## config.mk

```make
export PLATFORM = sky130hd
export DESIGN_NAME = line_cmd_sequencer
export DESIGN_NICKNAME = d
export VERILOG_FILES = /design/src/rtl/line_cmd_sequencer.sv
export SDC_FILE = /design/constraint.sdc
export NUM_CORES = 1
export LEC_CHECK = 0
export CAP_MARGIN = 25
export CORE_AREA = 4 4 122 89
export DETAILED_ROUTE_END_ITERATION = 10
export DIE_AREA = 0 0 126 93
export HOLD_SLACK_MARGIN = 0.15
export PLACE_DENSITY = 0.76
export SLEW_MARGIN = 40
export SYNTH_ARGS = -nofsm -noshare
export SYNTH_HDL_FRONTEND = slang
export SYNTH_SLANG_ARGS = --single-unit
```

## constraint.sdc

```tcl
create_clock -name clk -period 6.15 [get_ports clk]
set_input_delay 1.23 -clock clk [delete_from_list [all_inputs] [get_ports clk]]
set_output_delay 1.23 -clock clk [all_outputs]
set_load 0.005 [all_outputs]
```

## src/rtl/line_cmd_sequencer.sv

```systemverilog
// Command sequencer for the line follower: buffers UART command words and runs their 2-bit steps.
// Optional stall watchdog enabled by defining STALL_WDOG_EN.
module line_cmd_sequencer #(
  parameter int          CMD_W      = 16,
  parameter int          FIFO_DEPTH = 4,
  parameter int          TMR_W      = 26,
  parameter int          TURN1_CYC  = 10 << 16,
  parameter int          TURN2_CYC  = 16 << 16,
  parameter int          DBNC_CYC   = 1 << 17,
  parameter logic [15:0] VEER_MAG   = 16'h340,
  parameter logic [15:0] TURN1_MAG  = 16'h1E0,
  parameter logic [15:0] TURN2_MAG  = 16'h380
`ifdef STALL_WDOG_EN
  , parameter int        WDOG_CYC   = 1 << 22
`endif
) (
  input  logic                clk,
  input  logic                rst_n,
  input  logic [CMD_W-1:0]    cmd,
  input  logic                cmd_rdy,
  output logic                clr_cmd_rdy,
  input  logic                line_present,
  input  logic                BMP_n,
  output logic                go,
  output logic signed [15:0]  err_opn_lp,
  output logic                buzz,
  output logic                fifo_full,
  output logic                busy
);

  localparam int PTR_W = $clog2(FIFO_DEPTH);
  localparam logic [TMR_W-1:0] TURN1_LAST = TMR_W'(TURN1_CYC - 1);
  localparam logic [TMR_W-1:0] TURN2_LAST = TMR_W'(TURN2_CYC - 1);
  localparam logic [TMR_W-1:0] DBNC_LAST  = TMR_W'(DBNC_CYC - 1);
`ifdef STALL_WDOG_EN
  localparam logic [TMR_W-1:0] WDOG_LAST  = TMR_W'(WDOG_CYC - 1);
`endif

  typedef enum logic [3:0] {
    S_IDLE, S_MOVE, S_VEER, S_TURN1, S_TURN2, S_AWAIT, S_DBNC, S_HOLD
`ifdef STALL_WDOG_EN
    , S_STALL
`endif
  } state_t;

  state_t             r_state;
  logic [CMD_W-1:0]   r_fifo [FIFO_DEPTH];
  logic [PTR_W-1:0]   r_rd_ptr;
  logic [PTR_W-1:0]   r_wr_ptr;
  logic [PTR_W:0]     r_count;
  logic [CMD_W-1:0]   r_cmd_reg;
  logic               r_last_veer_rght;
  logic [TMR_W-1:0]   r_tmr;

  state_t             w_nxt_state;
  logic [1:0]         w_step;
  logic               w_empty;
  logic               w_full;
  logic               w_push;
  logic               w_pop;
  logic               w_nxt_cmd;
  logic               w_clr_tmr;
  logic               w_go;
  logic               w_buzz;
  logic signed [15:0] w_err;
`ifdef STALL_WDOG_EN
  logic               w_flush;
`endif

  assign w_step  = r_cmd_reg[1:0];
  assign w_empty = (r_count == '0);
  assign w_full  = (r_count == (PTR_W+1)'(FIFO_DEPTH));
  assign w_push  = cmd_rdy & ~w_full;

  // Next-state and output decode; go/buzz may follow line_present/BMP_n within the cycle.
  always_comb begin
    w_nxt_state = r_state;
    w_go        = 1'b0;
    w_buzz      = 1'b0;
    w_err       = '0;
    w_pop       = 1'b0;
    w_nxt_cmd   = 1'b0;
    w_clr_tmr   = 1'b0;
`ifdef STALL_WDOG_EN
    w_flush     = 1'b0;
`endif
    case (r_state)
      S_IDLE: begin
        if (!w_empty && line_present) begin
          w_pop       = 1'b1;
          w_go        = 1'b1;
          w_nxt_state = S_MOVE;
        end
      end
      S_MOVE: begin
        w_go = 1'b1;
        if (line_present) begin
          if (!BMP_n) begin
            w_go        = 1'b0;
            w_clr_tmr   = 1'b1;
            w_nxt_state = S_DBNC;
          end
        end else begin
          case (w_step)
            2'b11: begin
              w_go        = 1'b0;
              w_clr_tmr   = 1'b1;
              w_nxt_state = S_TURN1;
            end
            2'b01, 2'b10: begin
`ifdef STALL_WDOG_EN
              w_clr_tmr   = 1'b1;
`endif
              w_nxt_state = S_VEER;
            end
            default: begin
              if (!w_empty) begin
                w_pop = 1'b1;
              end else begin
                w_go        = 1'b0;
                w_nxt_state = S_IDLE;
              end
            end
          endcase
        end
      end
      S_VEER: begin
        w_go  = 1'b1;
        w_err = r_last_veer_rght ? $signed(VEER_MAG) : -$signed(VEER_MAG);
        if (line_present) begin
          w_nxt_cmd   = 1'b1;
          w_nxt_state = S_MOVE;
`ifdef STALL_WDOG_EN
        end else if (r_tmr == WDOG_LAST) begin
          w_flush     = 1'b1;
          w_nxt_state = S_STALL;
`endif
        end
      end
      S_TURN1: begin
        w_go  = 1'b1;
        w_err = r_last_veer_rght ? -$signed(TURN1_MAG) : $signed(TURN1_MAG);
        if (r_tmr == TURN1_LAST) begin
          w_go        = 1'b0;
          w_clr_tmr   = 1'b1;
          w_nxt_state = S_TURN2;
        end
      end
      S_TURN2: begin
        w_go  = 1'b1;
        w_err = r_last_veer_rght ? $signed(TURN2_MAG) : -$signed(TURN2_MAG);
        if (r_tmr == TURN2_LAST) begin
`ifdef STALL_WDOG_EN
          w_clr_tmr   = 1'b1;
`endif
          w_nxt_state = S_AWAIT;
        end
      end
      S_AWAIT: begin
        w_go = 1'b1;
        if (line_present) begin
          w_nxt_cmd   = 1'b1;
          w_nxt_state = S_MOVE;
`ifdef STALL_WDOG_EN
        end else if (r_tmr == WDOG_LAST) begin
          w_flush     = 1'b1;
          w_nxt_state = S_STALL;
`endif
        end
      end
      S_DBNC: begin
        w_buzz = 1'b1;
        if (r_tmr == DBNC_LAST) w_nxt_state = S_HOLD;
      end
      S_HOLD: begin
        w_buzz = ~BMP_n;
        if (BMP_n) w_nxt_state = S_MOVE;
      end
`ifdef STALL_WDOG_EN
      S_STALL: begin
        w_buzz = 1'b1;
        if (cmd_rdy) w_nxt_state = S_IDLE;
      end
`endif
      default: w_nxt_state = S_IDLE;
    endcase
  end

  // Word storage carries no reset; emptiness is tracked by the pointers and count.
  always_ff @(posedge clk) begin
    if (w_push) r_fifo[r_wr_ptr] <= cmd;
  end

  always_ff @(posedge clk or negedge rst_n) begin
    if (!rst_n) begin
      r_state          <= S_IDLE;
      r_rd_ptr         <= '0;
      r_wr_ptr         <= '0;
      r_count          <= '0;
      r_cmd_reg        <= '0;
      r_last_veer_rght <= 1'b0;
      r_tmr            <= '0;
    end else begin
      r_state <= w_nxt_state;
      r_tmr   <= w_clr_tmr ? '0 : r_tmr + 1'b1;
      if (w_nxt_cmd && (w_step == 2'b01 || w_step == 2'b10))
        r_last_veer_rght <= r_cmd_reg[0];
`ifdef STALL_WDOG_EN
      if (w_flush) begin
        r_rd_ptr  <= r_wr_ptr;
        r_wr_ptr  <= r_wr_ptr + PTR_W'(w_push);
        r_count   <= (PTR_W+1)'(w_push);
        r_cmd_reg <= '0;
      end else
`endif
      begin
        r_wr_ptr <= r_wr_ptr + PTR_W'(w_push);
        r_rd_ptr <= r_rd_ptr + PTR_W'(w_pop);
        r_count  <= r_count + (PTR_W+1)'(w_push) - (PTR_W+1)'(w_pop);
        if (w_pop)
          r_cmd_reg <= r_fifo[r_rd_ptr];
        else if (w_nxt_cmd)
          r_cmd_reg <= {2'b00, r_cmd_reg[CMD_W-1:2]};
      end
    end
  end

  assign clr_cmd_rdy = w_push;
  assign go          = w_go;
  assign err_opn_lp  = w_err;
  assign buzz        = w_buzz;
  assign fifo_full   = w_full;
  assign busy        = (r_state != S_IDLE);

endmodule

```

==> impl_metrics.yaml, run 1 <==
clocking:
  path_clk_slew_ns: 0.05
  cts_tree: "built"
  ctsHoldBuffers: 0
  cts.htree.levels: 4
  cts_resized: 0
  clkSinkCount: 117
  cts-root-buf: "clkbuf_16"
  clk_latency_ns: 0.40
  post_cts_buffers: 0
  numCtsBuffers: 17
  clockBufferDepth: 2
sta:
  skew_ns: 0.00809
  timing.final.hold_violations: 0
  rsz0062_at_grt: "false"
  setup_tns_ns: 0
  min_period_ns: 4.28
  slew_violations: 0
  fin_crit_sh: 0.696
  worst_pin_slew_ns: 0.813
  fmax_ghz: 0.234
  maxSlewHeadroom: 0.458
  fin_ws_ns: 1.87
  setup_viol_count_final: 0
die:
  boundaryPins: 42
  die_w_um: 126
  dieArea_um2: 11700
  start_util: 0.545
  die_h_um: 93
  coreArea_um2: 9610
  rows: 30
synth:
  syn_inst: 396
  synth.top_cells.by_count: "edfxtp_1 (64), dfrtp_1 (53), nor2_1 (42), nand2_1 (36), xor2_1 (21)"
  yosysTopAreaCellShare: 0.367
  synth_edf_count: 64
  synthAdderAreaFrac: 0.0182
  synth_mux_area_frac: 0.0956
  synth_top_family_by_area: "simple AND/OR/NAND/NOR gates"
  synth_cell_type_count: 50
  seq_area_frac_synth: 0.620
  synth.most_common_cell: "edfxtp_1"
  synth_seq_cells: 117
  ys_top_cells_by_area: "edfxtp_1 (37%), dfrtp_1 (25%), mux4_2 (6.9%), xor2_1 (3.5%), nor2_1 (3.0%)"
  synth_area_um2: 5240
  async_flop_share: 0.453
  ys.flop_type: "edfxtp_1"
  synth-simple-area-share: 0.124
  avgSynthCellArea_um2: 13.2
  synthXorXnorAreaFrac: 0.0502
  yosysWarnings: 0
  yosysTopAreaCell: "edfxtp_1"
  synth_compound_area_frac: 0.0528
grt:
  antenna_found_initial: 0
  grt_start_max_net_pins: 54
  grt_pass1_vias: 3159
  globalRouteOverflowTotal: 0
  grt_pass1_wl_mm: 16.3
  track_usage: 0.181
worst_setup_path:
  worst_ep_arrival_time_ns: 3.05
  critPathMaxFanout: 13
  r2r.worst_path.cells: 10
  critPathRequiredTime_ns: 4.92
  path_class: "in -> out"
  end_kind: "primary output"
  worstSetupStartpointType: "input pin"
outcome:
  run_status: "complete, no violations"
layout:
  drive_gt1_frac: 0.130
  post-route-util: 0.651
  syn2layout_area_growth_pct: 19.6
  n_antenna_cell: 0
  largest_register_ff_count: 64
  fin_cells: 574
  nets: 461
placement:
  post-place-cells: 542
  port_buffers: 36
  dpl.hpwl_mm: 6.53
  post-place-ws_ns: 1.88
  gp_congestion: 0.849
routing:
  drc: 0
  routedWlPerCell_um: 17.6
  dr.pass1.iters: 5
  drt_iter0_drc: 299
  vias: 3244
  wl_mm: 10.1
  via_per_inst: 5.65
  ant_nets: 0
flow_run:
  cap_violations: 0
power_and_ir_drop:
  leakage_nw: 2.49
  powerDensity_nw_per_um2: 481
  max-vdd-ir-drop_mv: 0.332
  power.total_mw: 3.01
hold_path:
  hold_depth: 1
  min_path_type: "reg -> reg"
==> layout make-up <==
cell class,count,area [um2]
clock inverters,11,158
repair buffers,39,378
multi-input cells,246,1830
well taps,128,160
fillers,712,3350
flip-flops and latches,117,3250
inverters,12,45.0
clock buffers,21,440
==> per-layer routing <==
| metal | wire (um) | part of all wire | vias up | GRT usage |
|---|---|---|---|---|
| met5 | 0 | 0 | - | 0 |
| met3 | 669 | 0.066 | 12 | 0.0548 |
| li1 | - | - | 1500 | - |
| met1 | 4680 | 0.46 | 1624 | 0.266 |
| met4 | 120 | 0.012 | 0 | 0.0643 |
| met2 | 4640 | 0.46 | 108 | 0.257 |
==> placed cells by master, fill, tap and decap left out, types with 3 or more instances in the layout <==
cell type         n
a21oi_1           3
a32o_1            3
and2_1            4
and3_1            6
buf_4             3
bufinv_16         4
clkbuf_1          4
clkbuf_16        17
clkdlybuf4s50_1  35
clkinv_2          3
conb_1            5
dfrtp_1          52
edfxtp_1         64
ha_1              6
inv_1            12
mux2i_1          14
mux4_2           16
nand2_1          36
nand2b_1          4
nand3_1          11
nand4_1           8
nor2_1           41
nor2b_1           4
nor3_1            4
o21ai_0          17
xnor2_1           9
xor2_1           21
==> worst max-delay path, stage by stage <==
cell and delay (ns):
clkdlybuf4s50_1 0.75, nand2_1 0.14, o211ai_1 0.13, nand2_1 0.08, a22oi_1 0.19, clkdlybuf4s50_1 0.53
==> where the power goes <==
group / internal (mW) / switching, mW / total [mW] / leakage, nW
clock: 0.672 / 0.329 / 1.00 / 0.286
combinational: 0.412 / 0.398 / 0.810 / 0.931
sequential: 1.03 / 0.172 / 1.20 / 1.28
total: 2.11 / 0.900 / 3.01 / 2.49
==> stage by stage <==
| step | hold WS [ns] | area (um2) |
|---|---|---|
| after floorplan | 0.450 | 5250 |
| after global placement | 0.480 | 5640 |
| after detailed placement | 0.480 | 5660 |
| after CTS | 0.512 | 6260 |
| after global routing | 0.529 | 6260 |
| final | 0.507 | 6260 |
==> final timing paths <==
kind                            slack [ns]         start     endpoint
worst max-delay path                  1.87  line_present           go
min in group asynchronous             0.95         rst_n    r_tmr[13]
worst min register to register        0.51      r_tmr[0]     r_tmr[0]
worst max register to register        3.31    r_state[0]   r_count[2]
worst min-delay path                  0.51      r_tmr[0]     r_tmr[0]
max in group asynchronous             4.73         rst_n  r_rd_ptr[0]
==> cells by family after synthesis <==
group / Yosys count
buf+inv: 37
fa+ha+maj: 7
xor+xnor: 30
compound gates: 41
other cells: 1
simple gates: 133
flops: 117
mux: 30
Note: power is estimated with default switching activity, not from simulation.
==> inputs of run 2 (changes only) <==
--- a/config.mk
+++ b/config.mk
@@ -6,9 +6,9 @@
 export NUM_CORES = 1
 export LEC_CHECK = 0
 export CAP_MARGIN = 25
-export CORE_AREA = 4 4 122 89
+export CORE_AREA = 4 4 125 91
 export DETAILED_ROUTE_END_ITERATION = 10
-export DIE_AREA = 0 0 126 93
+export DIE_AREA = 0 0 129 95
 export HOLD_SLACK_MARGIN = 0.15
 export PLACE_DENSITY = 0.76
 export SLEW_MARGIN = 40
==> constraint.sdc (replaced) <==
create_clock -name clk -period 3.7 [get_ports clk]
set_input_delay 0.74 -clock clk [delete_from_list [all_inputs] [get_ports clk]]
set_output_delay 0.74 -clock clk [all_outputs]
set_load 0.005 [all_outputs]
==> impl_metrics.yaml, run 2 (same netlist as run 1, synthesis figures left out) <==
layout:
  fillers: 746
  multi_input_area_um2: 1820
  largest_register_ff_count: 64
  fin_cells: 587
  drive_gt1_frac: 0.152
  layout_commonest_cell: "edfxtp_1"
  fin_area_um2: 6280
  final_cell_mix: "edfxtp_1 (64), dfrtp_1 (52), nor2_1 (42)"
  n_antenna_cell: 0
  seq_area_um2: 3250
  post-route-util: 0.618
  syn2layout_area_growth_pct: 20.1
  nets: 470
routing:
  wl_mm: 10.1
  dr.pass1.iters: 4
  vias: 3275
  drc: 0
  routedWlPerCell_um: 17.2
  drt_iter0_drc: 280
  via_per_inst: 5.58
  ant_nets: 0
placement:
  post-place-cells: 555
  gp_congestion: 0.872
  dpl.hpwl_mm: 6.45
  post-place-ws_ns: 0.458
  place_area_um2: 5720
  port_buffers: 36
worst_setup_path:
  crit_family: "buffers and inverters"
  path_cells: "clkdlybuf4s50_1 > nand2_1 > o211ai_1 > nand2_1 > a22oi_1 > clkdlybuf4s50_1"
  reg2reg_slack_ns: 1.16
  critPathMaxFanout: 13
  r2r-end: "r_count[2]"
  critPathRequiredTime_ns: 2.96
  end_kind: "primary output"
  crit_path_end: "go"
  worst_ep_arrival_time_ns: 2.52
  cp-startpoint: "line_present"
  r2r-start: "r_state[0]"
  cp_slowest_cell: "clkdlybuf4s50_1"
  worstSetupStartpointType: "input pin"
  cpPeakStageDelay_ns: 0.74
  r2r.worst_path.cells: 9
  path_class: "in -> out"
  cp_num_cells: 6
  path_buf_inv: 2
flow_run:
  cap_violations: 0
die:
  dieArea_um2: 12300
  coreArea_um2: 10200
  die_h_um: 95
  start_util: 0.515
  die_w_um: 129
  rows: 31
  boundaryPins: 42
grt:
  track_usage: 0.181
  grt_start_max_net_pins: 44
  globalRouteOverflowTotal: 0
  antenna_found_initial: 0
  grt_pass1_vias: 3269
  grt_pass1_wl_mm: 16.8
clocking:
  cts_tree: "built"
  cts-root-buf: "clkbuf_16"
  clockBufferDepth: 2
  cts_resized: 0
  post_cts_buffers: 0
  path_clk_slew_ns: 0.05
  numCtsBuffers: 17
  clk_latency_ns: 0.40
  clkSinkCount: 117
  cts.htree.levels: 4
  ctsHoldBuffers: 0
sta:
  maxSlewHeadroom: 0.553
  fmax_ghz: 0.307
  whs_ns: 0.334
  timing.final.hold_violations: 0
  skew_ns: 0.0129
  rsz0062_at_grt: "false"
  setup_tns_ns: 0
  fin_crit_sh: 0.882
  slew_violations: 0
  fin_ws_ns: 0.438
  setup_viol_count_final: 0
  worst_pin_slew_ns: 0.667
  min_period_ns: 3.26
power_and_ir_drop:
  max-vdd-ir-drop_mv: 0.428
  powerDensity_nw_per_um2: 778
  power.total_mw: 4.89
  leakage_nw: 2.52
hold_path:
  min_path_type: "in -> async"
outcome:
  run_status: "complete, no violations"
run 2: cell count changes in the layout (fill, tap and decap cells not counted), moves of 2 or more:
cell       before  now
clkinv_1        2    0
inv_6           0    2
bufinv_16       4    1
and3_2          2    0
clkbuf_1        4    0
clkinv_4        0    5
buf_4           3   13
and3_1          6    8
run 2: layout make-up:
class | count | area share
Clock inverter | 15 | 0.0213
Timing Repair Buffer | 48 | 0.0713
Inverter | 12 | 0.00717
Clock buffer | 17 | 0.0677
Sequential cell | 117 | 0.517
Multi-Input combinational cell | 246 | 0.289
Tap cell | 132 | 0.0263
run 2: worst min-delay path by stage:
stage	slack, ns	end	from	depth (start not counted)
2_1_floorplan	0.44	r_cmd_reg[0]	rst_n	0
3_3_place_gp	0.48	r_tmr[0]	r_tmr[0]	1
3_5_place_dp	0.48	r_tmr[0]	r_tmr[0]	1
4_1_cts	0.34	r_tmr[13]	rst_n	1
5_1_grt	0.37	r_tmr[13]	rst_n	1
6_report	0.33	r_tmr[11]	rst_n	1
run 2: routing by layer:
layer | vias to the layer above | global-route usage | part of all wire
met1 | 1668 | 0.265 | 0.49
met2 | 86 | 0.259 | 0.45
met3 | 6 | 0.0554 | 0.049
met5 | - | 0 | 0
met4 | 0 | 0.0568 | 0.0062
li1 | 1515 | - | -
run 2: worst register-to-register path: cells and delay by family, from the launching register on:
family | cells | cell delay (ns)
compound gates | 1 | 0.17
xor+xnor | 2 | 0.32
flops | 1 | 0.59
simple gates | 1 | 0.43
fa+ha+maj | 3 | 0.70
buf+inv | 2 | 0.27
run 2: power by group:
group | leakage, nW | internal (mW) | total (mW) | switching, mW
clock network | 0.269 | 0.925 | 1.51 | 0.589
registers | 1.28 | 1.71 | 1.98 | 0.270
logic | 0.980 | 0.714 | 1.40 | 0.688
==> inputs of run 3 (changes only) <==
--- a/config.mk
+++ b/config.mk
@@ -6,11 +6,13 @@
 export NUM_CORES = 1
 export LEC_CHECK = 0
 export CAP_MARGIN = 25
-export CORE_AREA = 4 4 125 91
+export CORE_AREA = 4 4 122 89
 export DETAILED_ROUTE_END_ITERATION = 10
-export DIE_AREA = 0 0 129 95
+export DIE_AREA = 0 0 126 93
+export DONT_BUFFER_PORTS = 1
 export HOLD_SLACK_MARGIN = 0.15
-export PLACE_DENSITY = 0.76
+export PLACE_DENSITY = 0.73
+export REMOVE_ABC_BUFFERS = 1
 export SLEW_MARGIN = 40
 export SYNTH_ARGS = -nofsm -noshare
 export SYNTH_HDL_FRONTEND = slang
==> impl_metrics.yaml, run 3 (same netlist as run 1, synthesis figures left out) <==
sta:
  slew_violations: 0
  whs_ns: 0.187
  fmax_ghz: 0.354
  fin_crit_sh: 0.763
  worst_pin_slew_ns: 0.768
  timing.final.hold_violations: 0
  rsz0062_at_grt: "false"
  setup_viol_count_final: 0
  setup_tns_ns: 0
  skew_ns: 0.0107
  min_period_ns: 2.82
  maxSlewHeadroom: 0.488
power_and_ir_drop:
  pwr-share-clk: 0.367
  swShare: 0.293
  p_comb_frac: 0.239
  p_int_mw: 3.52
  powerDensity_nw_per_um2: 826
  p_sw_mw: 1.45
  p_seq_frac: 0.394
  max-vdd-ir-drop_mv: 0.560
  power.total_mw: 4.97
  leakage_nw: 2.43
clocking:
  cts_resized: 0
  clkSinkCount: 117
  cts_tree: "built"
  cts.htree.levels: 4
  ctsHoldBuffers: 1
  post_cts_buffers: 0
  cts-root-buf: "clkbuf_16"
  numCtsBuffers: 17
  path_clk_slew_ns: 0.06
  clk_latency_ns: 0.41
  clockBufferDepth: 2
routing:
  vias: 3081
  drc: 0
  wl_mm: 9.56
  routedWlPerCell_um: 17.5
  via_per_inst: 5.65
  dr.pass1.iters: 4
  drt_iter0_drc: 158
  ant_nets: 0
layout:
  fillers: 717
  fin_area_um2: 6020
  final_cell_mix: "edfxtp_1 (64), dfrtp_1 (53), nor2_1 (42)"
  largest_register_ff_count: 64
  nets: 432
  layout_commonest_cell: "edfxtp_1"
  n_antenna_cell: 0
  syn2layout_area_growth_pct: 15.1
  drive_gt1_frac: 0.158
die:
  start_util: 0.545
  rows: 30
  boundaryPins: 42
  die_h_um: 93
  dieArea_um2: 11700
  die_w_um: 126
  coreArea_um2: 9610
outcome:
  run_status: "complete, no violations"
placement:
  port_buffers: 0
  dpl.hpwl_mm: 6.09
  gp_congestion: 0.867
  place_area_um2: 5330
worst_setup_path:
  r2r-end: "r_count[2]"
  r2r.worst_path.cells: 9
  r2r-start: "r_state[0]"
  reg2reg_slack_ns: 1.24
  critPathRequiredTime_ns: 2.96
  worst_ep_arrival_time_ns: 2.08
  worstSetupStartpointType: "flop"
  path_class: "reg -> out"
  end_kind: "primary output"
  critPathMaxFanout: 3
grt:
  grt_pass1_vias: 3064
  grt_pass1_wl_mm: 16.0
  grt_start_max_net_pins: 54
  globalRouteOverflowTotal: 0
  track_usage: 0.176
  antenna_found_initial: 0
flow_run:
  cap_violations: 0
hold_path:
  min_path_type: "in -> async"
-- run 3: changes by cell type in the layout (fill, tap and decap cells not counted), sizes merged --
cell / previous run / this run
clkdlybuf4s50: 35 / 0
bufinv: 1 / 6
buf: 13 / 10
clkinv: 9 / 6
inv: 14 / 12
clkbuf: 17 / 18
clkinvlp: 3 / 2
-- run 3: final cells by class --
class | count | area (um2) | share of cell area
inverter | 12 | 45.0 | 0.00748
multi-input combinational | 246 | 1810 | 0.301
clock inverter | 14 | 233 | 0.0386
tap | 128 | 160 | 0.0266
clock buffer | 18 | 429 | 0.0713
timing repair buffer | 10 | 95.1 | 0.0158
sequential | 117 | 3250 | 0.539
-- run 3: routing by layer --
metal | share of wire | GRT usage | vias up | wire length (um)
li1 | - | - | 1446 | -
met1 | 0.46 | 0.244 | 1545 | 4390
met2 | 0.46 | 0.256 | 82 | 4400
met3 | 0.072 | 0.0742 | 8 | 684
met4 | 0.0087 | 0.0509 | 0 | 83
met5 | 0 | 0 | - | 0
-- run 3: critical path, cell delays in order (launching register included) --
cell,delay [ns]
dfrtp_1,0.41
or4_4,0.57
nor4_2,0.33
nand3_1,0.15
nand2b_1,0.13
a22oi_1,0.09
-- run 3: per-stage QoR --
step           setup WS (ns)  utilization  std cells
2_1_floorplan          0.309            -        375
5_1_grt                0.770        0.627        545
4_1_cts                0.856        0.627        545
6_report               0.875        0.627        545
3_5_place_dp            1.17        0.555        512
3_3_place_gp            1.25        0.555        512
-- run 3: power groups by stage --
stage / sequential [mW] / combinational [mW] / clock (mW)
2_1_floorplan: 1.92 / 0.888 / 0
3_3_place_gp: 1.96 / 1.14 / 0
3_5_place_dp: 1.98 / 1.18 / 0
4_1_cts: 1.97 / 1.21 / 1.85
5_1_grt: 2.01 / 1.34 / 1.93
6_report: 1.96 / 1.19 / 1.82
-- run 3: how the worst max path moves through the flow --
stage,from,endpoint,slack [ns],depth (start not counted)
3_5_place_dp,cmd_rdy,r_fifo[3][10],1.17,2
3_3_place_gp,cmd_rdy,r_fifo[3][6],1.25,2
2_1_floorplan,line_present,r_count[2],0.31,8
5_1_grt,r_tmr[17],go,0.77,5
6_report,r_tmr[23],go,0.88,5
4_1_cts,r_tmr[23],go,0.86,5
